### config.mk
export PLATFORM = sky130hd
export DESIGN_NAME = pipe_stage_reg
export DESIGN_NICKNAME = d
export VERILOG_FILES = /design/src/rtl/pipe_stage_reg.sv
export SDC_FILE = /design/constraint.sdc
export NUM_CORES = 1
export LEC_CHECK = 0
export ABC_AREA = 1
export ABC_CLOCK_PERIOD_IN_PS = 4000
export CAP_MARGIN = 20
export CORE_ASPECT_RATIO = 1.4
export CORE_MARGIN = 2
export CORE_UTILIZATION = 44
export DETAILED_ROUTE_END_ITERATION = 10
export HOLD_SLACK_MARGIN = 0.08
export PLACE_DENSITY = 0.9
export RECOVER_POWER = 25
export SYNTH_ARGS = -nofsm -noshare
export SYNTH_HDL_FRONTEND = slang
export SYNTH_SLANG_ARGS = --single-unit
### constraint.sdc
create_clock -name clk -period 4 [get_ports clk]
set_clock_uncertainty 0.05 [all_clocks]
set_input_delay 0.6 -clock clk [delete_from_list [all_inputs] [get_ports clk]]
set_output_delay 0.6 -clock clk [all_outputs]
set_load 0.02 [all_outputs]
### src/rtl/pipe_stage_reg.sv
// Parametrised lc3b inter-stage register: valid/ready handshake, flush bubble, saturating stall counter.
// Define PIPE_SKID_EN to add a skid entry so in_ready depends on registered state only.
module pipe_stage_reg #(
    parameter int PAYLOAD_W   = 128,
    parameter int STALL_CNT_W = 16
) (
    input  logic                   clk,
    input  logic                   reset,
    input  logic                   flush,
    input  logic                   in_valid,
    output logic                   in_ready,
    input  logic [PAYLOAD_W-1:0]   in_data,
    output logic                   out_valid,
    input  logic                   out_ready,
    output logic [PAYLOAD_W-1:0]   out_data,
    output logic [STALL_CNT_W-1:0] stall_cnt
);
    localparam logic [STALL_CNT_W-1:0] CNT_ONE = 1;

    logic                   out_valid_q, out_valid_d;
    logic [PAYLOAD_W-1:0]   out_data_q, out_data_d;
    logic [STALL_CNT_W-1:0] stall_cnt_q, stall_cnt_d;
    logic                   in_fire, out_fire;

    assign in_fire  = in_valid & in_ready;
    assign out_fire = out_valid_q & out_ready;

    // Flush does not clear the counter; a stalled flush cycle still counts.
    always_comb begin
        stall_cnt_d = stall_cnt_q;
        if (out_valid_q && !out_ready && (stall_cnt_q != '1)) begin
            stall_cnt_d = stall_cnt_q + CNT_ONE;
        end
    end

`ifdef PIPE_SKID_EN
    logic                 skid_valid_q, skid_valid_d;
    logic [PAYLOAD_W-1:0] skid_data_q, skid_data_d;

    assign in_ready = ~reset & ~flush & ~skid_valid_q;

    always_comb begin
        out_valid_d  = out_valid_q;
        out_data_d   = out_data_q;
        skid_valid_d = skid_valid_q;
        skid_data_d  = skid_data_q;
        if (flush) begin
            out_valid_d  = 1'b0;
            out_data_d   = '0;
            skid_valid_d = 1'b0;
            skid_data_d  = '0;
        end else if (!out_valid_q || out_fire) begin
            // Skid is older than anything upstream, so it drains first.
            if (skid_valid_q) begin
                out_valid_d  = 1'b1;
                out_data_d   = skid_data_q;
                skid_valid_d = 1'b0;
            end else if (in_fire) begin
                out_valid_d = 1'b1;
                out_data_d  = in_data;
            end else begin
                out_valid_d = 1'b0;
            end
        end else if (in_fire) begin
            skid_valid_d = 1'b1;
            skid_data_d  = in_data;
        end
    end

    always_ff @(posedge clk) begin
        if (reset) begin
            skid_valid_q <= 1'b0;
            skid_data_q  <= '0;
        end else begin
            skid_valid_q <= skid_valid_d;
            skid_data_q  <= skid_data_d;
        end
    end
`else
    assign in_ready = ~reset & ~flush & (~out_valid_q | out_ready);

    // NOTE: every signal driven here gets a default first so no path infers a latch.
    always_comb begin
        out_valid_d = out_valid_q;
        out_data_d  = out_data_q;
        if (flush) begin
            out_valid_d = 1'b0;
            out_data_d  = '0;
        end else if (in_fire) begin
            out_valid_d = 1'b1;
            out_data_d  = in_data;
        end else if (out_fire) begin
            out_valid_d = 1'b0;
        end
    end
`endif

    // NOTE: state uses non-blocking assignments so every register samples pre-edge values.
    // NOTE: the payload registers are reset too, because an all-zero payload is the NOP bubble.
    always_ff @(posedge clk) begin
        if (reset) begin
            out_valid_q <= 1'b0;
            out_data_q  <= '0;
            stall_cnt_q <= '0;
        end else begin
            out_valid_q <= out_valid_d;
            out_data_q  <= out_data_d;
            stall_cnt_q <= stall_cnt_d;
        end
    end

    assign out_valid = out_valid_q;
    assign out_data  = out_data_q;
    assign stall_cnt = stall_cnt_q;

endmodule

---- Word level (Yosys, flattened, before mapping) ----
Index checks and enable logic that the tools add are counted.
storage, ports and cells
  output and inout port bits .............. 146
  word-level logic and storage cells ...... 20
  flip-flop bits (word level) ............. 145
  input bits .............................. 133
operators by class
  equal/unequal tests ..................... 1
  bitwise gates (word level) .............. 8
  reduce and logical (&&, ||, !) cells .... 5
  $add $sub $neg .......................... 1
  multiplexer cells ....................... 2
operator list
  kind                                           count
  adder 16 x 1 -> 16 bit, second input constant  1
  inequality test 16 bit, second input constant  1
  bitwise AND 1 bit                              4
  NOT 1 bit                                      3
  logical AND 1 bit                              2
  2-to-1 mux 1 bit                               2
  nonzero test 2 bit                             1
  OR reduction 2 bit                             1
  logical NOT 1 bit                              1
  bitwise OR 1 bit                               1

---- Longest topological paths before layout ----
Gate-level depths: netlist of run 1.
  word-level depth ........................ 5
  gate-level depth with buffers ........... 9
  mapped depth without buffers ............ 9

---- Worst setup path before layout of run 1 ----
OpenSTA, ideal clock, no wires.
  kind .................................... input port to output port
  start point ............................. in reset
  end point ............................... out in_ready
  data arrival time ....................... 1606 ps
  path slack .............................. 1744 ps
  buffers on the path ..................... 3
  stages .................................. 5
  path through ............................ or2_1 > clkbuf_1 > buf_2 > buf_1 > nor2_1
on the way
  word-level cells in the longest chain between the ends .. 3
ends and longest elaborated chain
  what                            RTL line  RTL
  from (decl)                     8         input logic reset,
  NOT 1 bit                       80        assign in_ready = ~reset & ~flush & (~out_valid_q | out_ready);
  bitwise AND 1 bit (2 in a row)  80
  to (decl)                       11        output logic in_ready,
Every way passes these cells.

---- Final worst setup path of run 1 ----
  start point ............................. in out_ready
  end point ............................... out in_ready
on the way
  word-level cells in the longest chain between the ends .. 2
ends and longest elaborated chain
  what               RTL line  RTL
  from (decl)        14        input logic out_ready,
  bitwise OR 1 bit   80
  bitwise AND 1 bit  80
Every way passes these cells.

==> results_dict.tcl, run 1 <==
set metrics [dict create \
    status "finished, final reports clean" \
    critPathMaxStageDelay_ns 0.61 \
    post_drt_via_cell_ratio 5.01 \
    initialDrtViolationCount 261 \
    crit_fanout 7 \
    p_leak_uw 0.00347 \
    clock-sinks 145 \
    p_clk_share_pct 46.7 \
    reg2regPathDepth 7 \
    rows 48 \
    cp.required_ns 3.35 \
    die_area_um2 13800 \
    yosys_warnings 0 \
    worstSetupPathType "in2out" \
    clock-root-buffer "clkbuf_16" \
    post-route-min-period_ns 2.97 \
    intPower_uw 2770 \
    wl_per_cell_um 15.0 \
    core_um2 12400 \
    gr-total-overflow 0 \
    yosysTopAreaCellShare_pct 51.5 \
    grt_pass1_vias 5353 \
    hold_buffers 0 \
    die_h_um 138 \
    antenna_left 0 \
    vias 5694 \
    grt_pass1_wl_um 26000 \
    cp.arrival_ns 2.32 \
    ctsLongestPathBuffers 2 \
    finalSetupViolCount 0 \
    firstDrtPassIters 4 \
    place.gp.congestion 0.862 \
    area_delta_synth_final_pct 61.8 \
    cts_buffers 17 \
    slew_headroom_pct 34.7 \
    slowest_stage "clkdlybuf4s50_1" \
    worstSkewPairLatency_ns 0.42 \
    groute.usage.overall_pct 23.8 \
    route.final.wire_length_um 17100 \
    crit_top_cell "inv_1" \
    post_route_cells_drive_above_1_share_pct 4.05 \
    pre_cts_ws_ns 1.07 \
    finalSetupTns_ns 0 \
    cts_max_level 4 \
    grt_antenna_before_repair 0 \
    post_cts_resized 0 \
    ys_ff_latch 145 \
    startpoint_type "input port" \
    setup_slack_ns 1.03 \
    slew_viol_final 0 \
    p_seq_share_pct 41.7 \
    cp-end-kind "primary output" \
    synth_area_um2 5640 \
    worstHoldPathType "reg2reg" \
    syn_nets 850 \
    synthAdderAreaFrac_pct 0.222 \
    seq_area_um2 2900 \
    n_antenna_cell 0 \
    yosys.area_share.simple_pct 16.9 \
    crit_path_start "out_ready" \
    reg2reg_slack_ns 1.92 \
    synth.avg_cell_area_um2 7.88 \
    port_buffers 278 \
    layout.nets 1109 \
    yosysTopAreaCell "dfxtp_1" \
    fp.dieW_um 99.7 \
    synth_top_family_by_area "compound AO/OA/AOI/OAI gates" \
    clk_pin_slew_ns 0.06 \
    crit_path_end "in_ready" \
    p_sw_share_pct 24.1 \
    ir_drop_mv 0.236 \
    rsz0062_at_grt "false" \
    clock.fmax_ghz 0.336 \
    maxCapViolCount 0 \
    reg2reg_to "stall_cnt[14]" \
    hold_viol_final 0 \
    cts_tree "built" \
    post_cts_buffers 0 \
    dp.cells 1106 \
    min_period_over_period_pct 74.3 \
    hpwlAfterDp_um 11600 \
    path_cells "dlygate4sd3_1 -> inv_1 -> nand2_1 -> inv_1 -> nor2_1 -> clkdlybuf4s50_1" \
    synthCells 716 \
    fin_cells 1137 \
    fillers 887 \
    num_io_pins 279 \
    synthTopCellsByArea "dfxtp_1 51%, o31ai_1 17%, nand2_1 11%, inv_1 9.4%, nor2_1 3.2%" \
    postLayoutCoreUtil_pct 73.4 \
    muxShareOfSynthArea_pct 0 \
    grt_max_degree 88 \
    comb_power_share_pct 11.7 \
    drc_errors 0 \
    reg2reg_from "stall_cnt[0]" \
    power_switching_uw 880 \
    synth-seq-area-share_pct 51.5 \
    initial_core_util_pct 45.4 \
    synth_compound_area_share_pct 18.3 \
    synth-xor-area-share_pct 0 \
    worst_pin_slew_ns 0.979 \
    multi_input_area_um2 2000 \
    p_per_area_nw_per_um2 400 \
    ys_types 17 \
]
==> cell families after synthesis <==
kind of cell / after synthesis
AOI/OAI and AO/OA: 142
adders and majority gates: 1
buffers and inverters: 187
DFF: 145
and+or+nand+nor: 241
==> worst max-delay path: cells and delay by family <==
family                 cells  cell delay (ns)
AND/OR/NAND/NOR            2             0.33
buffers and inverters      4             1.39
==> power by group through the flow <==
stage                     logic (µW)  clock network [µW]  registers (µW)
after floorplan                  109                   0            1620
after global placement           425                   0            1550
after detailed placement         433                   0            1550
after CTS                        437                1730            1520
after global routing             457                1780            1530
final                            426                1710            1520
==> cell usage after synthesis <==
cell type	n
buf_2	29
or2_1	1
o31ai_1	128
nand2_1	168
clkbuf_1	7
dfxtp_1	145
o21ai_0	1
nand3_1	18
buf_1	8
a21oi_1	13
nor2_1	48
buf_4	1
nor3_2	1
ha_1	1
nand4_1	2
nand3b_1	3
inv_1	142
==> stage by stage <==
| step | total power (µW) | instance area (µm²) | hold WS (ns) |
|---|---|---|---|
| 2_1_floorplan | 1720 | 5640 | 0.483 |
| 3_3_place_gp | 1980 | 8500 | 0.396 |
| 3_5_place_dp | 1990 | 8500 | 0.401 |
| 4_1_cts | 3690 | 9130 | 0.409 |
| 5_1_grt | 3760 | 9130 | 0.424 |
| 6_report | 3650 | 9130 | 0.407 |
==> registers in the layout, indices dropped and copies added, names as in the netlist <==
register,flops
stall_cnt,16
out_data,128
out_valid,1
==> final cells by class <==
cell class	instances	area share, %
Clock buffer	17	4.66
Clock inverter	14	2.21
Inverter	142	5.84
Multi-Input combinational cell	384	22.0
Sequential cell	145	31.8
Tap cell	150	2.06
Timing Repair Buffer	285	31.5
==> placed cells by master (no fill, tap or decap), types with 4 or more instances in the layout <==
cell               n
o31ai_1          128
nand2_1          168
bufinv_16          4
nand3_1           18
buf_4              4
dlygate4sd3_1     65
clkbuf_16         17
inv_1            142
nor2_1            48
dfxtp_1          145
a21oi_1           13
clkdlybuf4s50_1  213
inv_6              6
==> per-layer routing <==
layer	GRT usage, %	part of all wire (%)	up-vias
met3	7.41	7.7	56
met2	41.2	49	276
met4	12.3	4.7	0
met1	26.1	38	2549
li1	-	-	2813
met5	0	0	-
==> worst min path at each step <==
| stage | startpoint | endpoint | slack [ns] | depth (start not counted) |
|---|---|---|---|---|
| 4_1_cts | out_data[116] | out_data[116] | 0.41 | 2 |
| 3_5_place_dp | out_data[116] | out_data[116] | 0.40 | 2 |
| 3_3_place_gp | out_data[100] | out_data[100] | 0.40 | 2 |
| 2_1_floorplan | out_data[106] | out_data[106] | 0.48 | 2 |
| 5_1_grt | out_data[4] | out_data[4] | 0.42 | 2 |
| 6_report | out_data[106] | out_data[106] | 0.41 | 2 |
Note: power is estimated with default switching activity, not from simulation.
==> inputs of run 2 (changes only) <==
--- a/config.mk
+++ b/config.mk
@@ -6,14 +6,14 @@
 export NUM_CORES = 1
 export LEC_CHECK = 0
 export ABC_AREA = 1
-export ABC_CLOCK_PERIOD_IN_PS = 4000
+export ABC_CLOCK_PERIOD_IN_PS = 3100
 export CAP_MARGIN = 20
 export CORE_ASPECT_RATIO = 1.4
 export CORE_MARGIN = 2
-export CORE_UTILIZATION = 44
+export CORE_UTILIZATION = 40
 export DETAILED_ROUTE_END_ITERATION = 10
 export HOLD_SLACK_MARGIN = 0.08
-export PLACE_DENSITY = 0.9
+export PLACE_DENSITY = 0.83
 export RECOVER_POWER = 25
 export SYNTH_ARGS = -nofsm -noshare
 export SYNTH_HDL_FRONTEND = slang
==> constraint.sdc (replaced) <==
create_clock -name clk -period 3.1 [get_ports clk]
set_clock_uncertainty 0.05 [all_clocks]
set_input_delay 0.465 -clock clk [delete_from_list [all_inputs] [get_ports clk]]
set_output_delay 0.465 -clock clk [all_outputs]
set_load 0.02 [all_outputs]
==> results_dict.tcl, run 2 (synthesis gave the netlist of run 1 again) <==
set metrics [dict create \
    path_cells "dlygate4sd3_1 -> or2_0 -> nor2_1 -> clkdlybuf4s50_1" \
    postLayoutCoreUtil_pct 65.9 \
    post_cts_resized 0 \
    gr-total-overflow 0 \
    min_period_over_period_pct 84.5 \
    finalSetupViolCount 0 \
    maxCapViolCount 0 \
    num_io_pins 279 \
    port_buffers 278 \
    groute.usage.overall_pct 20.7 \
    clock-root-buffer "clkbuf_16" \
    holdPathEnd "out_data[3]" \
    clock.fmax_ghz 0.382 \
    wl_per_cell_um 13.8 \
    hold_buffers 0 \
    slowest_stage "clkdlybuf4s50_1" \
    die_area_um2 15100 \
    route.final.wire_length_um 16200 \
    post_cts_buffers 0 \
    p_per_area_nw_per_um2 496 \
    finalSetupTns_ns 0 \
    clk_pin_slew_ns 0.06 \
    clock-sinks 145 \
    worst_pin_slew_ns 1.10 \
    cts_tree "built" \
    fin_area_um2 9120 \
    pre_cts_ws_ns 0.530 \
    place.gp.congestion 0.830 \
    hold_viol_final 0 \
    grt_max_degree 97 \
    ir_drop_mv 0.319 \
    p_leak_uw 0.00339 \
    cts_buffers 17 \
    startpoint_type "input port" \
    reg2reg_slack_ns 1.12 \
    grt_pass1_vias 5036 \
    reg2reg_from "stall_cnt[1]" \
    status "finished, final reports clean" \
    setup_slack_ns 0.481 \
    placed_cell_area_um2 8540 \
    vias 5498 \
    drc_errors 0 \
    fp.dieW_um 104 \
    hpwlAfterDp_um 11700 \
    initialDrtViolationCount 210 \
    worstSetupPathType "in2out" \
    hp-start "out_data[3]" \
    post_route_cells_drive_above_1_share_pct 3.85 \
    layout.nets 1109 \
    largest_register_ffs 128 \
    crit_fanout 4 \
    die_h_um 145 \
    fin_cells 1174 \
    rows 51 \
    area_delta_synth_final_pct 61.7 \
    core_um2 13800 \
    cp-end-kind "primary output" \
    slew_headroom_pct 26.5 \
    worstSkewPairLatency_ns 0.41 \
    dp.cells 1141 \
    worstHoldPathType "reg2reg" \
    final_cell_mix "233 x clkdlybuf4s50_1, 168 x nand2_1, 145 x dfxtp_1" \
    grt_pass1_wl_um 25000 \
    antenna_left 0 \
    reg2reg_to "stall_cnt[15]" \
    post_drt_via_cell_ratio 4.68 \
    reg2regPathDepth 6 \
    critPathMaxStageDelay_ns 0.62 \
    slew_viol_final 0 \
    rsz0062_at_grt "false" \
    final_common_cell "clkdlybuf4s50_1" \
    firstDrtPassIters 4 \
    ctsLongestPathBuffers 2 \
    grt_antenna_before_repair 0 \
    cts_max_level 4 \
    post-route-min-period_ns 2.62 \
    holdPathStages 2 \
    cp.required_ns 2.58 \
    initial_core_util_pct 40.7 \
    cp.arrival_ns 2.10 \
]
==> run 2: layout make-up <==
type | instances | area [µm²]
timing repair buffer | 285 | 2870
antenna | 1 | 2.50
sequential | 145 | 2900
inverter | 142 | 533
clock inverter | 12 | 134
tap | 185 | 231
clock buffer | 20 | 447
fill | 1160 | 4720
multi-input combinational | 384 | 2000
==> run 2: how the worst max path moves through the flow <==
stage / start / to / cells past startpoint
floorplan: reset / in_ready / 5
global placement: out_ready / in_ready / 6
detailed placement: out_ready / in_ready / 6
CTS: out_ready / in_ready / 6
global route: out_ready / in_ready / 6
finish: reset / in_ready / 4
==> run 2: layer usage <==
layer	track usage [%]	vias up	routed length, µm
li1	-	2829	-
met1	23.9	2412	6690
met2	34.8	225	7890
met3	7.57	32	1270
met4	8.75	0	406
met5	0	-	0
==> run 2: power breakdown <==
group	switching, µW	internal, µW
Clock	798	1210
Combinational	256	294
Sequential	34.2	1930
==> run 2: worst max-delay path: cells and delay by family <==
kind,cells,cell delay (ns)
buffers and inverters,2,1.19
and+or+nand+nor,2,0.45
==> run 2: per-stage QoR <==
stage,total power [µW],hold slack (ns)
2_1_floorplan,2230,0.483
3_3_place_gp,2560,0.399
3_5_place_dp,2570,0.398
4_1_cts,4580,0.413
5_1_grt,4710,0.423
6_report,4520,0.407
==> inputs of run 3 (changes only) <==
--- a/config.mk
+++ b/config.mk
@@ -6,7 +6,7 @@
 export NUM_CORES = 1
 export LEC_CHECK = 0
 export ABC_AREA = 1
-export ABC_CLOCK_PERIOD_IN_PS = 3100
+export ABC_CLOCK_PERIOD_IN_PS = 2600
 export CAP_MARGIN = 20
 export CORE_ASPECT_RATIO = 1.4
 export CORE_MARGIN = 2
==> constraint.sdc (replaced) <==
create_clock -name clk -period 2.6 [get_ports clk]
set_clock_uncertainty 0.05 [all_clocks]
set_input_delay 0.39 -clock clk [delete_from_list [all_inputs] [get_ports clk]]
set_output_delay 0.39 -clock clk [all_outputs]
set_load 0.02 [all_outputs]
==> results_dict.tcl, run 3 (synthesis gave the netlist of run 1 again) <==
set metrics [dict create \
    finalSetupViolCount 0 \
    place.gp.congestion 0.820 \
    holdWs_ns 0.407 \
    port_buffers 278 \
    post_cts_resized 0 \
    cp.required_ns 2.78 \
    gr-total-overflow 0 \
    status "complete, but fails checks" \
    worstSetupPathType "in2reg" \
    violations "max-capacitance violations, max-slew violations" \
    num_io_pins 279 \
    die_h_um 145 \
    wl_per_cell_um 14.1 \
    holdPathStages 2 \
    cts_max_level 4 \
    grt_pass1_wl_um 25800 \
    drc_errors 0 \
    worst_pin_slew_ns 1.56 \
    p_leak_uw 0.00343 \
    hpwlAfterDp_um 11800 \
    rsz0062_at_grt "false" \
    post_route_cells_drive_above_1_share_pct 4.24 \
    rows 51 \
    post_drt_via_cell_ratio 4.73 \
    firstDrtPassIters 4 \
    grt_antenna_before_repair 1 \
    initial_core_util_pct 40.7 \
    startpoint_type "input port" \
    grt_pass1_vias 5321 \
    path_cells "clkdlybuf4s50_1 -> or2_4 -> clkbuf_4 -> o31ai_1" \
    post-route-min-period_ns 2.33 \
    cts_tree "built" \
    worstHoldPathType "reg2reg" \
    slew_viol_final 130 \
    clk_pin_slew_ns 0.07 \
    hold_buffers 0 \
    crit_fanout 129 \
    ir_drop_mv 0.375 \
    hold_viol_final 0 \
    critPathMaxStageDelay_ns 1.12 \
    min_period_over_period_pct 89.7 \
    slew_headroom_pct -4.29 \
    initialDrtViolationCount 191 \
    slowest_stage "clkbuf_4" \
    post_cts_buffers 0 \
    route.final.wire_length_um 16600 \
    cts_buffers 17 \
    core_um2 13800 \
    fp.dieW_um 104 \
    groute.usage.overall_pct 21.3 \
    finalSetupTns_ns 0 \
    p_per_area_nw_per_um2 594 \
    maxCapViolCount 1 \
    area_delta_synth_final_pct 62.8 \
    dp.cells 1143 \
    final_common_cell "clkdlybuf4s50_1" \
    vias 5568 \
    ctsLongestPathBuffers 2 \
    cp-end-kind "flip-flop" \
    cp.arrival_ns 2.51 \
    largest_register_ffs 128 \
    final_cell_mix "227 x clkdlybuf4s50_1, 168 x nand2_1, 145 x dfxtp_1" \
    reg2regPathDepth 7 \
    layout.nets 1111 \
    grt_max_degree 130 \
    clock-root-buffer "clkbuf_16" \
    die_area_um2 15100 \
    worstSkewPairLatency_ns 0.40 \
    clock.fmax_ghz 0.429 \
    antenna_left 0 \
    clock-sinks 145 \
    fin_cells 1176 \
]
## run 3: changes by cell type in the layout (fill, tap and decap cells not counted), sizes merged
cell	previous run	this run
inv	144	147
clkbuf	21	20
clkdlybuf4s50	233	227
buf	6	8
clkinv	6	4
dlygate4sd3	45	51
## run 3: cell type report
| cell class | instances | area, µm² |
|---|---|---|
| fill | 1102 | 4670 |
| timing repair buffer | 287 | 2910 |
| clock buffer | 19 | 443 |
| sequential | 145 | 2900 |
| antenna | 1 | 2.50 |
| tap | 185 | 231 |
| multi-input combinational | 384 | 2000 |
| inverter | 142 | 533 |
| clock inverter | 13 | 150 |
## run 3: per-layer routing
layer / GRT usage, % / part of all wire (%) / vias to the layer above
li1: - / - / 2818
met1: 23.5 / 40 / 2495
met2: 36.3 / 49 / 225
met4: 9.39 / 3.1 / 0
met3: 8.56 / 8.5 / 30
met5: 0 / 0 / -
## run 3: report_power, final
group	leakage, µW	switching (µW)	total (µW)	internal, µW
clock network	0.000285	993	2450	1460
logic	0.00196	306	659	354
registers	0.00118	40.5	2340	2300
## run 3: final timing paths
kind	to	start	slack (ns)
max	out_data[41]	reset	0.27
min	out_data[110]	out_data[110]	0.41
max reg2reg	stall_cnt[15]	stall_cnt[0]	0.77
min reg2reg	out_data[110]	out_data[110]	0.41
## run 3: through the flow
step                setup slack (ns)  cell area, µm²  power (µW)  util, %
floorplan                      0.764            5640        2650        -
global placement               0.341            8600        3050     62.1
detailed placement             0.297            8600        3070     62.1
CTS                            0.291            9190        5520     66.4
global route                   0.157            9180        5670     66.3
finish                         0.268            9180        5450     66.3
## run 3: critical path: cells and delay by family
family          cells  cell delay, ns
compound gates      1            0.21
buf+inv             2            1.63
simple gates        1            0.16
